--- src/rtl/alu_issue_arbiter.sv ---
// Round-robin arbiter sharing one combinational ALU among NUM_REQ issue requesters.
// Latency: handshake at edge N -> result visible after edge N+1 (S1 issue reg, S2 result reg).
// Backpressure: res_ready low holds S2 (and a full S1) and drops req_ready in the same cycle.
// Optional: define ALU_ARB_PERF_CNT_EN for perf_issued/perf_stall/perf_conflict counters.
module alu_issue_arbiter #(
    parameter int NUM_REQ = 2,
    parameter int ALU_OP  = 4,
    parameter int TAG_W   = 6,
    parameter int ID_W    = 2
) (
    input  logic                       clock,
    input  logic                       reset_n,
    input  logic [NUM_REQ-1:0]         req_valid,
    output logic [NUM_REQ-1:0]         req_ready,
    input  logic [NUM_REQ*ALU_OP-1:0]  req_op,
    input  logic [NUM_REQ*32-1:0]      req_srcA,
    input  logic [NUM_REQ*32-1:0]      req_srcB,
    input  logic [NUM_REQ*TAG_W-1:0]   req_tag,
    output logic [ALU_OP-1:0]          alu_op,
    output logic [31:0]                alu_srcA,
    output logic [31:0]                alu_srcB,
    input  logic [31:0]                alu_result,
    output logic                       res_valid,
    input  logic                       res_ready,
    output logic [31:0]                res_data,
    output logic [ID_W-1:0]            res_id,
    output logic [TAG_W-1:0]           res_tag
`ifdef ALU_ARB_PERF_CNT_EN
    ,
    output logic [31:0]                perf_issued,
    output logic [31:0]                perf_stall,
    output logic [31:0]                perf_conflict
`endif
);

    // S1: issue register feeding the shared ALU
    logic              s1_valid;
    logic [ALU_OP-1:0] s1_op;
    logic [31:0]       s1_srcA;
    logic [31:0]       s1_srcB;
    logic [TAG_W-1:0]  s1_tag;
    logic [ID_W-1:0]   s1_id;

    // S2: result register presented to the consumer
    logic              s2_valid;
    logic [31:0]       s2_data;
    logic [ID_W-1:0]   s2_id;
    logic [TAG_W-1:0]  s2_tag;

    logic [ID_W-1:0]   rr_ptr;

    logic              adv1;
    logic              adv2;
    logic              grant_found;
    logic              grant_fire;
    logic [ID_W-1:0]   grant_id;
    logic [ID_W-1:0]   scan_id;
    logic [ID_W-1:0]   next_ptr;

    logic [ALU_OP-1:0] sel_op;
    logic [31:0]       sel_srcA;
    logic [31:0]       sel_srcB;
    logic [TAG_W-1:0]  sel_tag;

    assign adv2       = !s2_valid || res_ready;
    assign adv1       = !s1_valid || adv2;
    assign grant_fire = grant_found && adv1 && reset_n;

    // Round-robin scan starting at rr_ptr, wrapping at NUM_REQ
    always_comb begin
        grant_found = 1'b0;
        grant_id    = '0;
        scan_id     = rr_ptr;
        for (int k = 0; k < NUM_REQ; k++) begin
            if (!grant_found && req_valid[scan_id]) begin
                grant_found = 1'b1;
                grant_id    = scan_id;
            end
            scan_id = (scan_id == ID_W'(NUM_REQ - 1)) ? '0 : scan_id + 1'b1;
        end
    end

    // Pointer moves to the requester after the winner
    always_comb begin
        next_ptr = (grant_id == ID_W'(NUM_REQ - 1)) ? '0 : grant_id + 1'b1;
    end

    // One-hot ready to the winner only when the pipeline can accept
    always_comb begin
        req_ready = '0;
        if (grant_fire) begin
            req_ready[grant_id] = 1'b1;
        end
    end

    // Select the winning requester's payload
    always_comb begin
        sel_op   = '0;
        sel_srcA = '0;
        sel_srcB = '0;
        sel_tag  = '0;
        for (int i = 0; i < NUM_REQ; i++) begin
            if (grant_id == ID_W'(i)) begin
                sel_op   = req_op[i*ALU_OP +: ALU_OP];
                sel_srcA = req_srcA[i*32 +: 32];
                sel_srcB = req_srcB[i*32 +: 32];
                sel_tag  = req_tag[i*TAG_W +: TAG_W];
            end
        end
    end

    // S1 load on grant, bubble when advancing with no grant
    always_ff @(posedge clock) begin
        if (!reset_n) begin
            s1_valid <= 1'b0;
            s1_op    <= '0;
            s1_srcA  <= '0;
            s1_srcB  <= '0;
            s1_tag   <= '0;
            s1_id    <= '0;
            rr_ptr   <= '0;
        end else if (adv1) begin
            if (grant_found) begin
                s1_valid <= 1'b1;
                s1_op    <= sel_op;
                s1_srcA  <= sel_srcA;
                s1_srcB  <= sel_srcB;
                s1_tag   <= sel_tag;
                s1_id    <= grant_id;
                rr_ptr   <= next_ptr;
            end else begin
                s1_valid <= 1'b0;
            end
        end
    end

    // S2 captures the ALU result whenever the consumer side can move
    always_ff @(posedge clock) begin
        if (!reset_n) begin
            s2_valid <= 1'b0;
            s2_data  <= '0;
            s2_id    <= '0;
            s2_tag   <= '0;
        end else if (adv2) begin
            if (s1_valid) begin
                s2_valid <= 1'b1;
                s2_data  <= alu_result;
                s2_id    <= s1_id;
                s2_tag   <= s1_tag;
            end else begin
                s2_valid <= 1'b0;
            end
        end
    end

    assign alu_op    = s1_op;
    assign alu_srcA  = s1_srcA;
    assign alu_srcB  = s1_srcB;
    assign res_valid = s2_valid;
    assign res_data  = s2_data;
    assign res_id    = s2_id;
    assign res_tag   = s2_tag;

`ifdef ALU_ARB_PERF_CNT_EN
    logic is_conflict;
    assign is_conflict = |(req_valid & (req_valid - 1'b1));

    // Free-running wrap-around event counters
    always_ff @(posedge clock) begin
        if (!reset_n) begin
            perf_issued   <= '0;
            perf_stall    <= '0;
            perf_conflict <= '0;
        end else begin
            if (grant_fire) begin
                perf_issued <= perf_issued + 1'b1;
            end
            if ((|req_valid) && !adv1) begin
                perf_stall <= perf_stall + 1'b1;
            end
            if (is_conflict && adv1) begin
                perf_conflict <= perf_conflict + 1'b1;
            end
        end
    end
`endif

endmodule

--- config.mk ---
export PLATFORM = sky130hd
export DESIGN_NAME = alu_issue_arbiter
export DESIGN_NICKNAME = d
export VERILOG_FILES = /design/src/rtl/alu_issue_arbiter.sv
export SDC_FILE = /design/constraint.sdc
export NUM_CORES = 1
export LEC_CHECK = 0
export CAP_MARGIN = 20
export CORE_MARGIN = 2
export CORE_UTILIZATION = 43
export DETAILED_ROUTE_END_ITERATION = 12
export PLACE_DENSITY = 0.9
export SYNTH_ARGS = -nofsm -noshare
export SYNTH_HDL_FRONTEND = slang
export SYNTH_SLANG_ARGS = --single-unit
--- constraint.sdc ---
create_clock -name clock -period 3.4 [get_ports clock]
set_input_delay 0.68 -clock clock [delete_from_list [all_inputs] [get_ports clock]]
set_output_delay 0.68 -clock clock [all_outputs]
set_load 0.005 [all_outputs]
==> flow_metrics.tcl <==
set metrics [dict create \
    min_delay_path_depth 2 \
    timing.critical_path.cells "clkdlybuf4s50_1, and2b_2, o21ai_1, nor4_1, clkdlybuf4s50_1" \
    postLayoutCellArea_um2 9050 \
    synth_top_cells_by_area "sky130_fd_sc_hd__dfxtp_1, sky130_fd_sc_hd__a311oi_1, sky130_fd_sc_hd__a21oi_1, sky130_fd_sc_hd__nand3_1, sky130_fd_sc_hd__o211ai_1" \
    setup_tns_ns 0 \
    yosys_warnings 0 \
    shortest_period_the_worst_path_allows_ns 3.01 \
    max_slew.worst_pin.slew_ns 1.05 \
    critical_path.endpoint_type "output pin" \
    timing.max_slew.rel_slack_pct 29.8 \
    antenna_left 0 \
    hold_path_end "res_data[7]$_SDFFE_PN0P_" \
    totalWireLength_um 21100 \
    reg2reg_slack_ns 1.40 \
    cpMaxStageDelayCell "sky130_fd_sc_hd__clkdlybuf4s50_1" \
    routed-via-count 6588 \
    critPathMostFrequentCell "sky130_fd_sc_hd__clkdlybuf4s50_1" \
    tritonroute_pass_1_iters 5 \
    comb_power_share_pct 19.8 \
    critPathLaunchType "input port" \
    yosys_register_bits 120 \
    gpl.final_weighted_congestion 0.830 \
    worst_hold_path_type "reg2reg" \
    cts_made_buffers 17 \
    synthArstFlopShare_pct 0 \
    chip_height_um 118 \
    dr.first_iter.drc_count 612 \
    crit_required_ns 2.72 \
    grt_use_total_pct 29.7 \
    maxClockFrequency_mhz 332 \
    vias_in_the_first_global_route 6437 \
    core_region_area_um2 12600 \
    min_period_over_period_pct 88.5 \
    startpoint "req_valid[0]" \
    worstReg2RegEnd "res_data[8]$_SDFFE_PN0P_" \
    synthesis.instances 660 \
    relative_contribution_of_the_clock_network_to_total_power_pct 43.1 \
    grt_first_pass_wirelength_um 33400 \
    detailed_place_hpwl_um 12900 \
    syn_area_per_cell_um2 8.41 \
    finalMaxSlewViolations 0 \
    syn_area_um2 5550 \
    finish.net_count 1077 \
    grt_remaining_overflow 0 \
    setup_viol_count_final 0 \
    holdCritStartpoint "res_data[7]$_SDFFE_PN0P_" \
    fp.dieW_um 118 \
    worst_hold_slack_ns 0.474 \
    fill_cells 948 \
    seq_area_frac_synth_pct 43.3 \
    synthTopCellsByCount "sky130_fd_sc_hd__dfxtp_1, sky130_fd_sc_hd__a21oi_1, sky130_fd_sc_hd__nand3_1, sky130_fd_sc_hd__a311oi_1, sky130_fd_sc_hd__o211ai_1" \
    worst-path-max-fanout 5 \
    htree_num_levels 4 \
    cts-hold-fix-buffers 0 \
    max-clock-path-buffers 2 \
    num_io_pins 296 \
    start_util_pct 44.0 \
    grt_setup_unrepaired "no" \
    grt_start_max_net_pins 78 \
    layout.core_utilization_pct 71.7 \
    timing.critical_path.buf_inv 2 \
    worstPathArrival_ns 2.33 \
    synth_enable_flop_cells 0 \
    viasPerCell 6.13 \
    antenna_cells_inserted 0 \
    netlist-cell-type-count 26 \
    timing.critical_path.max_delay_family "buffers and inverters" \
    floorplan.rows 41 \
    swShare_pct 24.4 \
    grt_antenna_before_repair 0 \
    top_cell_type_s_share_of_synthesized_area_pct 43.3 \
    ys_dominant_reg_cell "sky130_fd_sc_hd__dfxtp_1" \
    avgRoutedWirePerCell_um 19.6 \
    rr_startpoint "s1_valid$_SDFFE_PN0N_" \
    p_leak_nw 3.11 \
    status "complete, no violations" \
    max-cap-violations 0 \
    die-area_um2 13800 \
    internal-power_mw 3.22 \
    reg2regPathDepth 4 \
    post_cts_resized 0 \
    finalHoldViolCount 0 \
    post_cts.repair.setup_buffers 0 \
    drcViolationCount 0 \
    placed_cell_area_um2 8440 \
    power.switching_mw 1.04 \
    tritoncts "yes" \
    clockRootBuffer "sky130_fd_sc_hd__clkbuf_16" \
    power.share.sequential_pct 37.1 \
    port_buffers 295 \
    clock_net_sink_count 120 \
    synth_top_cell_by_area "sky130_fd_sc_hd__dfxtp_1" \
    timing_worst_setup_path_type "in2out" \
    power_per_cell_area_nw_per_um2 471 \
    syn_to_final_growth_pct 63.0 \
    worst_ir_drop_vdd_v 0.000290 \
    fin_worst_skew_ns 0.00681 \
    seq_area_um2 2400 \
    synth_fp_nets 845 \
    clkTransAtPathRegs_ns 0.05 \
    post_route_cells_drive_above_1_share_pct 5.87 \
    synthMostInstantiatedCell "sky130_fd_sc_hd__dfxtp_1" \
    worst_skew_pair.late_latency_ns 0.42 \
    multi_input_area_um2 2720 \
    max_stage_delay_ns 0.58 \
]
placed cells by master, fill, tap and decap left out, types with 2 or more instances in the layout:
cell type	count
sky130_fd_sc_hd__clkbuf_8	4
sky130_fd_sc_hd__o211ai_1	74
sky130_fd_sc_hd__o21ai_0	42
sky130_fd_sc_hd__dfxtp_1	120
sky130_fd_sc_hd__a21oi_1	119
sky130_fd_sc_hd__and2b_2	2
sky130_fd_sc_hd__buf_12	3
sky130_fd_sc_hd__clkdlybuf4s50_1	295
sky130_fd_sc_hd__clkbuf_16	17
sky130_fd_sc_hd__nand3_1	115
sky130_fd_sc_hd__buf_4	11
sky130_fd_sc_hd__a311oi_1	74
sky130_fd_sc_hd__bufinv_16	3
sky130_fd_sc_hd__clkinv_2	6
metal layers:
| metal | part of all wire [%] | track usage, % |
|---|---|---|
| met5 | 0 | 0 |
| met3 | 9.2 | 9.30 |
| met4 | 3.8 | 14.2 |
| met2 | 48 | 48.6 |
| met1 | 39 | 35.4 |
area by class of cell:
class	count	area share, %
sequential	120	26.6
timing repair buffer	309	34.2
tap	172	2.38
multi-input combinational	441	30.0
clock buffer	21	5.31
clock inverter	9	1.36
inverter	3	0.138
metrics by stage:
step / setup slack, ns / cells / power [mW]
4_1_cts: 0.399 / 1075 / 4.27
5_1_grt: 0.271 / 1075 / 4.42
3_3_place_gp: 0.416 / 1045 / 2.42
6_report: 0.390 / 1075 / 4.26
2_1_floorplan: 1.16 / 660 / 1.94
3_5_place_dp: 0.406 / 1045 / 2.44
cell families (layout without fill, tap and decap cells):
kind of cell	Yosys count	in the layout	share of synthesized area [%]
buffers and inverters	99	342	7.96
flip-flops	120	120	43.3
AND/OR/NAND/NOR	129	129	12.1
AO/OA/AOI/OAI	312	312	36.6
registers in the layout, indices dropped and copies added, names as in the netlist:
register,cells
alu_srcA,32
alu_op,4
res_valid,1
rr_ptr,2
s1_tag,6
s1_id,2
alu_srcB,32
res_tag,6
res_id,2
res_data,32
s1_valid,1
how the worst max path moves through the flow:
stage              endpoint  slack [ns]  cells after the start
3_3_place_gp   req_ready[0]        0.42                      5
3_5_place_dp   req_ready[0]        0.41                      5
5_1_grt        req_ready[0]        0.27                      5
2_1_floorplan  req_ready[0]        1.16                      5
6_report       req_ready[0]        0.39                      5
4_1_cts        req_ready[0]        0.40                      5
worst min-delay path, cell delays in order, from the launching register on:
cell	delay [ns]
sky130_fd_sc_hd__dfxtp_1	0.30
sky130_fd_sc_hd__o21ai_0	0.06
sky130_fd_sc_hd__a21oi_1	0.06
power groups by stage:
stage	Sequential [mW]	Clock (mW)	Combinational (mW)
4_1_cts	1.58	1.85	0.842
6_report	1.58	1.83	0.842
5_1_grt	1.59	1.92	0.902
3_5_place_dp	1.61	0	0.837
2_1_floorplan	1.61	0	0.328
3_3_place_gp	1.60	0	0.823
(Power assumes the default switching activity.)
